==> src/rtl/text_console_writer.sv <==
// Glyph/control-code stream to packed text frame buffer writer.
// Cursor tracking, byte-lane read-modify-write, and full-screen clear.
module text_console_writer #(
  parameter int                    ADDR_WIDTH    = 16,
  parameter logic [ADDR_WIDTH-1:0] FB_START      = 16'h3000,
  parameter int                    WORDS_PER_ROW = 40,
  parameter int                    ROWS          = 60,
  parameter logic [15:0]           CLEAR_WORD    = 16'h0000
) (
  input  logic                  clk,
  input  logic                  reset,
  input  logic [7:0]            char_in,
  input  logic                  char_valid,
  output logic                  char_ready,
  output logic [ADDR_WIDTH-1:0] mem_addr,
  input  logic [15:0]           mem_rdata,
  output logic [15:0]           mem_wdata,
  output logic                  mem_we,
  output logic [6:0]            cursor_col,
  output logic [5:0]            cursor_row,
  output logic                  busy
);

  localparam logic [1:0] S_CLEAR = 2'd0;
  localparam logic [1:0] S_IDLE  = 2'd1;
  localparam logic [1:0] S_READ  = 2'd2;
  localparam logic [1:0] S_MERGE = 2'd3;

  localparam int CELLS = ROWS * WORDS_PER_ROW;
  localparam int CW    = $clog2(CELLS);

  localparam logic [CW-1:0] LAST_IDX = CW'(CELLS - 1);
  localparam logic [6:0]    LAST_COL = 7'd79;
  localparam logic [5:0]    LAST_ROW = 6'(ROWS - 1);

  localparam logic [7:0] C_BS = 8'h08;
  localparam logic [7:0] C_LF = 8'h0A;
  localparam logic [7:0] C_FF = 8'h0C;
  localparam logic [7:0] C_CR = 8'h0D;

  logic [1:0]            state;
  logic [CW-1:0]         clr_idx;
  logic [6:0]            col;
  logic [5:0]            row;
  logic [7:0]            chr;
  logic                  we_q;
  logic                  ready_q;
  logic [ADDR_WIDTH-1:0] addr_q;
  logic [ADDR_WIDTH-1:0] cell_addr;
  logic [5:0]            row_inc;

  assign cell_addr = FB_START
                   + ADDR_WIDTH'(row) * ADDR_WIDTH'(WORDS_PER_ROW)
                   + ADDR_WIDTH'(col[6:1]);

  assign row_inc = (row == LAST_ROW) ? 6'd0 : row + 6'd1;

  // Gate with reset so a pending write never lands in a reset cycle.
  assign mem_we     = we_q & reset;
  assign mem_addr   = addr_q;
  assign char_ready = ready_q;
  assign cursor_col = col;
  assign cursor_row = row;
  assign busy       = (state != S_IDLE);

  // Read data arrives during MERGE, so the merge is combinational.
  always_comb begin
    mem_wdata = CLEAR_WORD;
    if (state == S_MERGE) begin
      mem_wdata = col[0] ? {mem_rdata[15:8], chr}
                         : {chr, mem_rdata[7:0]};
    end
  end

  always_ff @(posedge clk) begin
    if (!reset) begin
      state   <= S_CLEAR;
      clr_idx <= '0;
      col     <= '0;
      row     <= '0;
      chr     <= '0;
      we_q    <= 1'b0;
      ready_q <= 1'b0;
      addr_q  <= FB_START;
    end else begin
      unique case (state)
        S_CLEAR: begin
          if (!we_q) begin
            we_q <= 1'b1;
          end else if (clr_idx == LAST_IDX) begin
            we_q    <= 1'b0;
            ready_q <= 1'b1;
            col     <= '0;
            row     <= '0;
            state   <= S_IDLE;
          end else begin
            clr_idx <= clr_idx + 1'b1;
            addr_q  <= FB_START + ADDR_WIDTH'(clr_idx)
                     + ADDR_WIDTH'(1);
          end
        end
        S_IDLE: begin
          if (char_valid) begin
            if (char_in >= 8'h20) begin
              chr     <= char_in;
              addr_q  <= cell_addr;
              ready_q <= 1'b0;
              state   <= S_READ;
            end else begin
              case (char_in)
                C_LF: begin
                  col <= '0;
                  row <= row_inc;
                end
                C_CR: col <= '0;
                C_BS: begin
                  if (col != 7'd0) begin
                    col <= col - 7'd1;
                  end else if (row != 6'd0) begin
                    row <= row - 6'd1;
                    col <= LAST_COL;
                  end
                end
                C_FF: begin
                  clr_idx <= '0;
                  addr_q  <= FB_START;
                  ready_q <= 1'b0;
                  state   <= S_CLEAR;
                end
                default: ;
              endcase
            end
          end
        end
        S_READ: begin
          we_q  <= 1'b1;
          state <= S_MERGE;
        end
        S_MERGE: begin
          we_q    <= 1'b0;
          ready_q <= 1'b1;
          state   <= S_IDLE;
          if (col == LAST_COL) begin
            col <= '0;
            row <= row_inc;
          end else begin
            col <= col + 7'd1;
          end
        end
      endcase
    end
  end

endmodule

==> config.mk <==
export PLATFORM = sky130hd
export DESIGN_NAME = text_console_writer
export DESIGN_NICKNAME = d
export VERILOG_FILES = /design/src/rtl/text_console_writer.sv
export SDC_FILE = /design/constraint.sdc
export NUM_CORES = 1
export LEC_CHECK = 0
export ABC_AREA = 1
export CAP_MARGIN = 40
export CORE_ASPECT_RATIO = 0.75
export CORE_MARGIN = 3
export CORE_UTILIZATION = 34
export CTS_CLUSTER_SIZE = 25
export DETAILED_ROUTE_END_ITERATION = 16
export PLACE_DENSITY = 0.65
export SLEW_MARGIN = 25
export SYNTH_ARGS = -nofsm -noshare
export SYNTH_HDL_FRONTEND = slang
export SYNTH_SLANG_ARGS = --single-unit
==> constraint.sdc <==
create_clock -name clk -period 2.9 [get_ports clk]
set_input_delay 0.58 -clock clk [delete_from_list [all_inputs] [get_ports clk]]
set_output_delay 0.58 -clock clk [all_outputs]
set_load 0.05 [all_outputs]
; Yosys cells after proc, flatten, opt, wreduce, memory -nomap -nowiden
; Index checks and enable logic that the tools add are counted.
[word_totals]
out_inout_bits = 48
register_bits = 53
mem_bits_rw = 0
n_memories = 0
input_bits = 27
latch_bits = 0
elab_cells = 106
rom_bits = 0
[classes]
n_shift = 0
n_reduce_logical = 14
addsub = 9
multipliers = 1
eq_ne = 24
muxes = 48
div = 0
n_bitwise = 1
order_cmp = 1
[op_table]
columns = op, count
row1 = $mux W16, 7
row2 = $mux W12, 5
row3 = $mux W7, 7
row4 = $mux W6, 8
row5 = $eq A8 B4 Y1 const B, 4
row6 = $pmux W16 S2, 1
row7 = $add A14 B12 Y15 const A, 2
row8 = $pmux W12 S2, 1
row9 = $pmux W7 S3, 1
row10 = $pmux W6 S3, 1
row11 = $add A15 B1 Y16 const B, 1
row12 = $add A15 B6 Y16, 1
row13 = $pmux W7 S2, 1
row14 = $add A12 B1 Y12 const B, 1
row15 = $eq A12 B12 Y1 const B, 1
row16 = $pmux W6 S2, 1
row17 = $mux W2, 5
row18 = $ne A2 B2 Y1 const B, 5
row19 = $reduce_and A5 Y1, 2
row20 = $mul A6 B3 Y9 const B, 1
row21 = $ne A3 B3 Y1 const B, 3
row22 = $reduce_and A9 Y1, 1
row23 = $ge A8 B6 Y1 const B, 1
row24 = $pmux W2 S4, 1
row25 = other kinds (24), 36

; Depth between registers and ports, before layout
[depth]
depth_word = 7
mapped_depth = 14
mapped_depth_nobuf = 14

; Least setup slack after synthesis
; OpenSTA, ideal clock, no wires.
[synth_timing]
kind = register to output
startpoint = reg col[0] (netlist: cursor_col[0])
endpoint = out mem_wdata[10]
path_slack_ns = 0.299
path_stages_with_launch = 4
path_buffers = 1
arrival_time_ns = 2.021
required_ns = 2.320
cell_sequence = dfxtp_1 -> clkinv_1 -> buf_1 -> a21oi_1
[synth_via]
elab_chain_len = 2
[synth_rtl]
columns = element, line_no
row1 = start: declaration, 43  ; logic [6:0] col;
row2 = start signal: assignment, 118  ; col <= col - 7'd1;
row3 = start signal: assignment, 147  ; col <= col + 7'd1;
row4 = $mux W16, 70  ; mem_wdata = col[0] ? {mem_rdata[15:8], chr}
row5 = $mux W16, 69  ; if (state == S_MERGE) begin
row6 = end: declaration, 17  ; output logic [15:0] mem_wdata,
; Every way passes these cells.

; Final worst setup path
[layout_timing]
startpoint = reg row[3] (netlist: cursor_row[3])
endpoint = reg addr_q[10] (netlist: mem_addr[10])
[layout_via]
elab_chain_len = 6
[layout_rtl]
columns = element, line_no
row1 = start: declaration, 44  ; logic [5:0] row;
row2 = start signal: assignment, 113  ; row <= row_inc;
row3 = start signal: assignment, 120  ; row <= row - 6'd1;
row4 = start signal: assignment, 145  ; row <= row_inc;
row5 = $mul A6 B3 Y9, 53  ; + ADDR_WIDTH'(row) * ADDR_WIDTH'(WORDS_PER_ROW)
row6 = $add A14 B12 Y15, 53
row7 = $add A15 B6 Y16, 54  ; + ADDR_WIDTH'(col[6:1]);
row8 = $mux W16, 104  ; if (char_in >= 8'h20) begin
row9 = $mux W16, 103  ; if (char_valid) begin
row10 = $pmux W16 S2, 86  ; unique case (state)
row11 = end signal: assignment, 98  ; addr_q <= FB_START + ADDR_WIDTH'(clr_idx)
row12 = end signal: assignment, 106  ; addr_q <= cell_addr;
row13 = end: declaration, 48  ; logic [ADDR_WIDTH-1:0] addr_q;
; Every way passes these cells. The select of a mux whose other input is x is not followed.
; A chain may end at the register's enable or synchronous reset.

==> flow_metrics.tcl <==
set metrics [dict create \
    status "completed" \
    slew_headroom 0.607 \
    ir_drop_mv 0.260 \
    syn-cell-area_um2 3970 \
    antenna_found_initial 0 \
    drt-total-wl_mm 11.8 \
    n_fill_cell 1173 \
    wl_per_cell_um 13.8 \
    final_layout_size_suffix_gt1_frac 0.0952 \
    slowest_delay_ns 0.56 \
    die-area_um2 13000 \
    ctsHoldBuffers 0 \
    portBuffers 73 \
    grt_max_degree 40 \
    fin_crit_ns 2.52 \
    fp.dieW_um 131 \
    grt_usage 0.183 \
    ys_seq_area_frac 0.262 \
    hold_viol 0 \
    ys_ff_latch 52 \
    crit_required_ns 3.12 \
    die_y_um 99.6 \
    routed_via_density 5.05 \
    grt_pass1_vias 4196 \
    initial_utilization 0.356 \
    dr.pass1.iters 5 \
    p_per_area_nw_per_um2 329 \
    place_ws_ns 0.319 \
    crit_chain "ha_1 -> ha_1 -> inv_1 -> fa_1 -> nor2_1 -> nand3b_1 -> nand2_1 -> nand2_1 -> o21bai_1 -> nand3_1 -> a21oi_1" \
    postSynthAreaPerCell_um2 6.16 \
    multi_input_area_um2 2510 \
    drt_iter0_markers 212 \
    rsz0062_at_grt "no" \
    clkTransAtPathRegs_ns 0.08 \
    cp.arrival_ns 2.75 \
    insertedDiodeCount 0 \
    ios 75 \
    fin_ws_ns 0.379 \
    finalSetupViolCount 0 \
    yosys_warnings 0 \
    worstSetupEndpointType "register" \
    crit_type "reg -> reg" \
    fin_skew_ns 0.0102 \
    synth_largest_area_cell "dfxtp_1" \
    via_count 4315 \
    ant_nets 0 \
    startpoint_type "register" \
    path_max_fanout 11 \
    hp-class "reg -> reg" \
    gp_congestion 0.863 \
    grt_pass1_wl_mm 19.8 \
    fin_crit_sh 0.869 \
    setup_tns_ns 0 \
    dp.final_hpwl_mm 8.88 \
    post_cts_resize_count 0 \
    cts_buffers 5 \
    grt.overflow.total 0 \
    cpMaxStageDelayCell "dfxtp_1" \
    final_nets 764 \
    synth_area_leaders "dfxtp_1, nand2_1, nor2_1, a21oi_1, ha_1" \
    root_buffer "clkbuf_16" \
    drv_slew 0 \
    synth_top_area_frac 0.262 \
    synth_common_cells "nand2_1, nor2_1, inv_1" \
    synth_cell_type_count 40 \
    worst_pin_slew_ns 0.589 \
    drc_errors 0 \
    synth_edf_count 0 \
    synthArstFlopShare 0 \
    clock_latency_ns 0.30 \
    post_cts_buffers 0 \
    fmax_ghz 0.397 \
    core_area_um2 11100 \
    cts.path.max_buffers 2 \
    synth_cells 644 \
    core.rowCount 33 \
    synth_fp_nets 695 \
    tritoncts "yes" \
    syn_to_final_growth_pct 27.6 \
    ys.flop_type "dfxtp_1" \
    htree_levels 2 \
    max_cap_viol_count 0 \
    power_leakage_nw 2.19 \
    seq_area_um2 1040 \
    synth_most_common_cell "nand2_1" \
    cts.sinks 52 \
]
final cells by class:
cell class / count / share of cell area
multi-input combinational: 493 / 0.496
sequential: 52 / 0.205
timing repair buffer: 85 / 0.173
clock buffer: 6 / 0.0274
tap: 140 / 0.0346
inverter: 76 / 0.0563
clock inverter: 2 / 0.00766
path summary, 6_finish.rpt:
path,startpoint,to,slack (ns),cells after the start
max,cursor_row[3],mem_addr[10],0.38,11
min,mem_addr[3],mem_addr[3],0.47,2
max reg2reg,cursor_row[3],mem_addr[10],0.38,11
min reg2reg,mem_addr[3],mem_addr[3],0.47,2
through the flow:
step                 util  hold slack, ns  cells  power, mW  instance area, um^2
finish              0.454           0.469    854       1.67                 5070
global route        0.454           0.486    854       1.73                 5070
CTS                 0.454           0.473    854       1.68                 5070
detailed placement  0.438           0.462    846      0.960                 4890
global placement    0.438           0.461    846      0.956                 4890
floorplan               -           0.450    644      0.880                 3970
state kept, by name (all words and copies together), names as in the netlist:
signal	count
mem_addr	15
clr_idx	12
chr	8
cursor_col	7
cursor_row	6
state	2
char_ready	1
we_q	1
routing by layer:
layer,wire (um),global-route usage
met5,0,0
met4,100,0.0356
met3,799,0.0311
met2,5060,0.292
met1,5830,0.260
placed cells by master (no fill, tap or decap), drive strengths merged:
cell	n
xnor2	4
a21oi	62
o21a	2
fa	2
inv	75
nand2	159
clkdlybuf4s50	55
o22ai	1
nand3	41
nand3b	3
o21bai	1
nor3b	1
clkinv	2
nand4	8
o211ai	2
or2	6
clkbuf	6
o21ai	65
xor2	2
a31oi	1
nor3	6
ha	22
conb	1
dfxtp	52
buf	30
nor2	104
bufinv	1
kinds of logic after synthesis:
group                    share of synthesized area
buffers and inverters                        0.105
XOR/XNOR                                    0.0132
AO/OA/AOI/OAI                                0.174
AND/OR/NAND/NOR                              0.365
flip-flops                                   0.262
other                                     0.000945
adder cells (fa/ha/maj)                     0.0794
worst max-delay path: cells and delay by family (launching register included):
family                     cells  cell delay, ns
AOI/OAI and AO/OA              2            0.29
adders and majority gates      3            0.97
buffers and inverters          1            0.07
DFF                            1            0.56
and+or+nand+nor                5            0.55
report_power, final:
group	internal (mW)	leakage [nW]	total (mW)	switching, mW
Clock	0.433	0.0871	0.721	0.288
Combinational	0.0807	1.68	0.198	0.117
Sequential	0.733	0.423	0.746	0.0134
Note: power is estimated with default switching activity, not from simulation.
